==> src/rtl/pdm_pkg.sv <==
// Shared constants and helpers for the PDM receive path (wavetable geometry, CIC defaults).
`ifndef PDM_PKG_SV
`define PDM_PKG_SV

// Internal CIC word width: N*log2(R) bits of growth plus sign and one bit for the +/-1 input.
`define PDM_CIC_ACC_W(n, decim) ((n) * pdm_pkg::clog2(decim) + 2)

package pdm_pkg;

  localparam int PDM_WORD_W  = 8;
  localparam int PDM_WT_SIZE = 1000;

  localparam int CIC_N     = 3;
  localparam int CIC_DECIM = 64;
  localparam int CIC_OUT_W = 16;

  function automatic int clog2(input int value);
    int r;
    r = 0;
    while ((1 << r) < value) r++;
    return r;
  endfunction

endpackage

`endif

==> src/rtl/pdm_cic_decimator_comb.sv <==
// One registered CIC comb section with unit differential delay.
module cic_comb_stage #(
  parameter int W = 20
) (
  input  logic                addr_clk,
  input  logic                reset,
  input  logic                en,
  input  logic signed [W-1:0] din,
  output logic signed [W-1:0] dout
);

  logic signed [W-1:0] dly_p0;

  always_ff @(posedge addr_clk) begin
    if (reset) begin
      dly_p0 <= '0;
      dout   <= '0;
    end else if (en) begin
      dout   <= din - dly_p0;
      dly_p0 <= din;
    end
  end

endmodule

==> src/rtl/pdm_cic_decimator.sv <==
// PDM receive front end: 1-bit stream -> N-stage CIC decimator -> saturated signed PCM on valid/ready.
module pdm_cic_decimator
  import pdm_pkg::*;
#(
  parameter int N     = CIC_N,
  parameter int DECIM = CIC_DECIM,
  parameter int OUT_W = CIC_OUT_W
) (
  input  logic                    addr_clk,
  input  logic                    reset,
  input  logic                    pdm_in,
  output logic signed [OUT_W-1:0] pcm_out,
  output logic                    pcm_valid,
  input  logic                    pcm_ready,
  output logic                    overrun
);

  localparam int ACC_W = `PDM_CIC_ACC_W(N, DECIM);
  localparam int PH_W  = clog2(DECIM);
  localparam int SET_W = clog2(N + 1);
  localparam int SHIFT = N * clog2(DECIM) + 1 - OUT_W;

  localparam logic signed [ACC_W-1:0] SAT_HI = {{(ACC_W-OUT_W+1){1'b0}}, {(OUT_W-1){1'b1}}};
  localparam logic signed [ACC_W-1:0] SAT_LO = {{(ACC_W-OUT_W+1){1'b1}}, {(OUT_W-1){1'b0}}};

  function automatic logic signed [OUT_W-1:0] scale_sat(input logic signed [ACC_W-1:0] v);
    logic signed [ACC_W-1:0] s;
    s = v >>> SHIFT;
    if (s > SAT_HI) return SAT_HI[OUT_W-1:0];
    if (s < SAT_LO) return SAT_LO[OUT_W-1:0];
    return s[OUT_W-1:0];
  endfunction

  logic                    pdm_q;
  logic signed [ACC_W-1:0] x_p0;
  logic signed [ACC_W-1:0] integ [N];
  logic signed [ACC_W-1:0] comb_d [N];
  logic [PH_W-1:0]         phase;
  logic                    strobe;
  logic [N-1:0]            en_pipe;
  logic [SET_W-1:0]        settle;
  logic                    settled;
  logic signed [OUT_W-1:0] sat_p1;
  logic                    vld_p1;

  // Input register and +/-1 mapping (pdm_q = 0 -> all ones = -1).
  always_ff @(posedge addr_clk) begin
    if (reset) pdm_q <= 1'b0;
    else       pdm_q <= pdm_in;
  end

  assign x_p0 = {{(ACC_W-1){~pdm_q}}, 1'b1};

  // Integrators at the bit rate; modulo-2^ACC_W wrap is harmless because the combs undo it.
  always_ff @(posedge addr_clk) begin
    if (reset) begin
      for (int k = 0; k < N; k++) integ[k] <= '0;
    end else begin
      integ[0] <= integ[0] + x_p0;
      for (int k = 1; k < N; k++) integ[k] <= integ[k] + integ[k-1];
    end
  end

  assign strobe  = (phase == PH_W'(DECIM - 1));
  assign settled = (settle == SET_W'(N));

  always_ff @(posedge addr_clk) begin
    if (reset) begin
      phase   <= '0;
      en_pipe <= '0;
    end else begin
      phase      <= phase + 1'b1;
      en_pipe[0] <= strobe;
      for (int k = 1; k < N; k++) en_pipe[k] <= en_pipe[k-1];
    end
  end

  // Comb chain: one stage per edge, enable travels with the data.
  for (genvar k = 0; k < N; k++) begin : g_comb
    if (k == 0) begin : g_first
      cic_comb_stage #(.W(ACC_W)) u_stage (
        .addr_clk (addr_clk),
        .reset    (reset),
        .en       (strobe),
        .din      (integ[N-1]),
        .dout     (comb_d[0])
      );
    end else begin : g_rest
      cic_comb_stage #(.W(ACC_W)) u_stage (
        .addr_clk (addr_clk),
        .reset    (reset),
        .en       (en_pipe[k-1]),
        .din      (comb_d[k-1]),
        .dout     (comb_d[k])
      );
    end
  end

  // Scale/saturate stage; the first N results are dropped while comb delays fill.
  always_ff @(posedge addr_clk) begin
    if (reset) begin
      settle <= '0;
      sat_p1 <= '0;
      vld_p1 <= 1'b0;
    end else begin
      vld_p1 <= en_pipe[N-1] && settled;
      if (en_pipe[N-1]) begin
        if (settled) sat_p1 <= scale_sat(comb_d[N-1]);
        else         settle <= settle + 1'b1;
      end
    end
  end

  // Output register and handshake; a load onto an unaccepted sample overwrites it and flags overrun.
  always_ff @(posedge addr_clk) begin
    if (reset) begin
      pcm_out   <= '0;
      pcm_valid <= 1'b0;
      overrun   <= 1'b0;
    end else if (vld_p1) begin
      pcm_out   <= sat_p1;
      pcm_valid <= 1'b1;
      if (pcm_valid && !pcm_ready) overrun <= 1'b1;
    end else if (pcm_valid && pcm_ready) begin
      pcm_valid <= 1'b0;
    end
  end

endmodule

==> config.mk <==
export PLATFORM = sky130hd
export DESIGN_NAME = pdm_cic_decimator
export DESIGN_NICKNAME = d
export VERILOG_FILES = /design/src/rtl/pdm_pkg.sv /design/src/rtl/pdm_cic_decimator_comb.sv /design/src/rtl/pdm_cic_decimator.sv
export SDC_FILE = /design/constraint.sdc
export NUM_CORES = 1
export LEC_CHECK = 0
export CORE_MARGIN = 8
export CORE_UTILIZATION = 65
export CTS_BUF_LIST = sky130_fd_sc_hd__clkbuf_2 sky130_fd_sc_hd__clkbuf_4 sky130_fd_sc_hd__clkbuf_8
export CTS_CLUSTER_SIZE = 30
export DETAILED_ROUTE_END_ITERATION = 16
export PLACE_DENSITY = 0.82
export SLEW_MARGIN = 40
export SYNTH_ARGS = -nofsm -noshare
export SYNTH_HDL_FRONTEND = slang
export SYNTH_HIERARCHICAL = 1
export SYNTH_SLANG_ARGS = --single-unit
==> constraint.sdc <==
create_clock -name addr_clk -period 3.9 [get_ports addr_clk]
set_input_delay 0.78 -clock addr_clk [delete_from_list [all_inputs] [get_ports addr_clk]]
set_output_delay 0.78 -clock addr_clk [all_outputs]
set_load 0.02 [all_outputs]
# Word level (Yosys, flattened, before mapping)
# Memories as Yosys holds them, arrays and structs flattened.
# Index checks and enable logic that the tools add are counted.
totals:
  ff_bits: 167
  mem_bits_rw: 60
  input_bits: 4
  out_inout_bits: 18
  wordCells: 62
  n_memories: 1
memory_table:
  columns: ["name", "depth", "word_bits", "read_ports", "rd_clocked_by_memory_dff", "write_ports", "line", "source"]
  rows:
  - ["integ", 3, 20, 3, 0, 3, "pdm_cic_decimator.sv:36", "logic signed [ACC_W-1:0] integ [N];"]
classes:
  addsub: 8
  magnitude_cmp: 2
  n_eq_ne: 2
  muxes: 21
  bitwise: 5
  reduce_logical: 8
ops:
  columns: ["op", "count"]
  rows:
  - ["16-bit 2-to-1 mux", 4]
  - ["20-bit 2-to-1 mux", 3]
  - ["20-bit subtractor", 3]
  - ["20-bit adder", 2]
  - ["20-bit by 2-bit adder with 20-bit output", 1]
  - ["17-bit by 16-bit > comparator with 1-bit output (second input constant)", 1]
  - ["17-bit by 16-bit < comparator with 1-bit output (second input constant)", 1]
  - ["1-bit 2-to-1 mux", 14]
  - ["6-bit by 1-bit adder with 6-bit output (second input constant)", 1]
  - ["6-bit equality test (second input constant)", 1]
  - ["2-bit AND reduction", 3]
  - ["1-bit logical AND", 3]
  - ["1-bit bitwise OR", 3]
  - ["2-bit by 1-bit adder with 2-bit output (second input constant)", 1]
  - ["2-bit equality test (second input constant)", 1]
  - ["1-bit NOT", 2]
  - ["2-bit nonzero test", 1]
  - ["1-bit logical NOT", 1]

# Depth between registers and ports, before layout
logic_depth:
  depth_word: 11
  depth_mapped: 10
  mapped_depth_nobuf: 10

# By module
# The synthesis kept the hierarchy.
by_module_without_submodules:
  columns: ["module", "n_inst", "cells_per_inst", "area_per_inst_um2", "seq_area_each_um2"]
  rows:
  - ["pdm_cic_decimator", 1, 703, 6080.8, 2142.1]
  - ["cic_comb_stage at g_comb[1].g_rest.u_stage", 1, 305, 2583.7, 800.8]
  - ["cic_comb_stage at g_comb[0].g_first.u_stage", 1, 305, 2582.5, 800.8]
  - ["cic_comb_stage at g_comb[2].g_rest.u_stage", 1, 299, 2494.9, 800.8]

# Least setup slack after synthesis
# Ideal clock, no wire load.
synth_timing:
  kind: "register -> register"
  from: "register pdm_q"
  to: "memory integ[0][19] (netlist name)"
  setup_ps: 123
  arrival_ps: 2553
  required_time_ps: 3777
  slack_ps: 1224
  path_stages_with_launch: 10
  n_path_buf: 1
  synth_period_minus_slack_ps: 2676
  cell_sequence: "dfxtp_1 > inv_1 > ha_1 > buf_6 > and2_4 > and3_4 > a211o_1 > a221o_1 > a211oi_2 > mux2_1"
synth_rtl:
  columns: ["item", "line", "source"]
  rows:
  - ["from (decl)", "pdm_cic_decimator.sv:34", "logic pdm_q;"]
  - ["from (signal assigned)", "pdm_cic_decimator.sv:49", "else pdm_q <= pdm_in;"]
  - ["to (decl)", "pdm_cic_decimator.sv:36", null]

==> results by group <==
Synth
  • Cells after synthesis: 1,602
  • Post-Syn Area: roughly 14,000 µm²
  • Mean post-synth cell area: 8.512 µm²
  • Synth warn: 6
  • Synth Net Count: 1,727

Power and ir drop
  • Sequential power share: 0.328
  • Switching part of the total: 0.3708
  • VDD IR max: roughly 0.44 mV
  • Power Density: 572.7 nW/µm²
  • Combinational group share of total power: 0.399
  • Lkg Pwr: a little under 6 nW
  • Overall power: 0.008493 W
  • Sw Pwr: roughly 0.0031 W
  • Internal power: about 0.0053 W
  • Clock power share: 0.272

Worst setup path
  • Slowest stage cell on the critical path: inv_1
  • WP data required: about 4.3 ns
  • Crit path DAT: ~3.6 ns
  • Max incr delay on CP: 0.57 ns
  • CP cell instances: inv_1 > ha_1 > a211oi_1 > o21ai_1 > o2111ai_2 > a31oi_1 > a221oi_1 > mux2_2
  • Crit path kind: reg2reg
  • CP max FO: 19
  • Worst Setup End Kind: flop
  • Startpoint Class: flop

Final layout
  • Post-layout util: 0.7121
  • Share of post-route cells with drive strength above 1: 0.08062
  • Area growth syn-to-layout: 8.735%
  • Cell area after layout: 14,830 µm²
  • NumNets Final: 1,725
  • Final antenna diode count: 0

Global route
  • Largest net degree at the start of global routing: 101
  • Total track usage: 0.2323
  • First-pass GRT wire length: 51,870 µm
  • Initial antenna violation count: 0
  • Grt ovf: 0
  • Vias in the first global route: roughly 11,000

Clock tree
  • TritonCTS Buffers: 39
  • Cts repair resizes: 0
  • Worst-path clk slew: 0.06 ns
  • CTS tree: yes
  • Post-CTS setup buffer count: 0
  • H-Tree Depth: 2
  • CTS root buf: clkbuf_8
  • Clk Latency, worst-skew pair: 0.54 ns
  • Clock tree buffer depth: 3
  • Sink Count: 224
  • Hold Buf Count CTS: 0

Floorplan
  • FP Rows: 53
  • Die width: 160.8 µm
  • Die ar.: 25,870 µm²
  • I/O pins: 22
  • Initial core utilization: 0.6549
  • Die H: 160.8 µm
  • Core Area: 20,820 µm²

Route
  • Via count: about 12,000
  • Drt drc: 0
  • WL/cell: 16.06 µm
  • DRT iter0 DRCs: 764
  • Final WL: 30,510 µm
  • Vias per cell: 6.079
  • Final antenna-violating net count: 0
  • First drt pass iteration count: 5

Flow run
  • Max-cap violation count: 0

STA
  • Max frequency: 0.3207 GHz
  • Final slew viol count: 0
  • Finish-stage setup viols: 0
  • Fin Setup TNS: 0 ns
  • PnR worst setup slack: approximately 0.78 ns
  • Final hold vios: 0
  • RSZ-0062 raised after global routing: no
  • Final period util: 0.7996
  • Skew final: 0.01765 ns
  • Measured slew at the worst slew-check pin: 0.7744 ns
  • Final min period: between 3 and 4 ns
  • Slew HR: 0.4832

Place
  • Dpl cell area: around 14,000 µm²
  • Dpl ws: 0.8411 ns
  • Routability cong.: 0.8891
  • PortBufs: 21
  • DP HPWL: 21,780 µm

Min path
  • Hold WC Path Type: reg2reg

Status
  • Status: complete, no violations
[critical path: cells and delay by family, from the launching register on]
family	cells	cell delay, ns
fa+ha+maj	1	0.42
compound gates	5	1.32
buf+inv	1	0.57
flops	1	0.32
mux	1	0.37
[cells in the final DEF, fill, tap and decap left out, types with 6 or more instances in the layout]
master	n
nand2b_1	29
nand4b_1	7
and3_1	10
o21a_1	20
a21o_1	44
dfxtp_1	221
a21boi_0	7
buf_4	7
o21bai_1	6
fa_1	6
a211o_1	10
a31oi_1	20
clkdlybuf4s50_1	20
and2_1	11
nand3b_1	12
nor2b_1	36
o211ai_1	7
o221ai_1	11
a21oi_1	108
a211oi_1	15
o21ai_0	60
nand2_1	86
nand3_1	35
clkbuf_4	7
o2111ai_1	10
inv_1	86
ha_1	115
nor3_1	28
or3b_2	14
xnor2_1	35
mux2i_1	97
clkbuf_8	51
nor2_1	206
nand4_1	12
nor3b_1	26
xor2_1	21
mux2_2	10
o22ai_1	6
[power groups by stage]
stage | Combinational, W | Clock, W | Sequential [W]
2_1_floorplan | 0.00276 | 0 | 0.00271
3_3_place_gp | 0.00325 | 0 | 0.00283
3_5_place_dp | 0.00333 | 0 | 0.00283
4_1_cts | 0.00335 | 0.00238 | 0.00279
5_1_grt | 0.00378 | 0.00248 | 0.00281
6_report | 0.00339 | 0.00231 | 0.00279
[per-stage QoR]
step,instances,hold WS (ns)
finish,1900,0.4542
global route,1900,0.4742
CTS,1900,0.4577
detailed placement,1834,0.4378
global placement,1834,0.4270
floorplan,1602,0.4176
[cell type report]
cell class	instances	area, µm²
tap	275	344.1
timing repair buffer	29	286.5
multi-input combinational	1220	8536
sequential	224	4488
fill	1626	5995
clock inverter	9	110.1
inverter	86	322.8
clock buffer	57	740.7
[routing by layer]
layer  wire length, µm  vias up  global-route usage
met5                 0        -                   0
met4               893        0             0.09343
met3              1208       68             0.03455
met2             15310      241              0.4141
met1             13110     5504              0.2743
li1                  -     5738                   -
[flip-flops by register name, summed over array words and instances (netlist names)]
name,count
integ,60
g_comb.g_rest.u_stage/dly_p0,40
g_comb.g_rest.u_stage/dout,37
g_comb.g_first.u_stage/dly_p0,20
g_comb.g_first.u_stage/dout,20
pcm_out,16
sat_p1,16
phase,6
en_pipe,3
settle,2
overrun,1
pcm_valid,1
pdm_q,1
vld_p1,1
[path summary, 6_finish.rpt]
kind,from,to,slack (ns),cells past startpoint
setup / recovery,pdm_q,integ[0][18],0.78,8
hold / removal,phase[0],phase[0],0.45,1
setup reg to reg,pdm_q,integ[0][18],0.78,8
hold reg to reg,phase[0],phase[0],0.45,1
No activity file was read; power rests on OpenSTA's default activity.
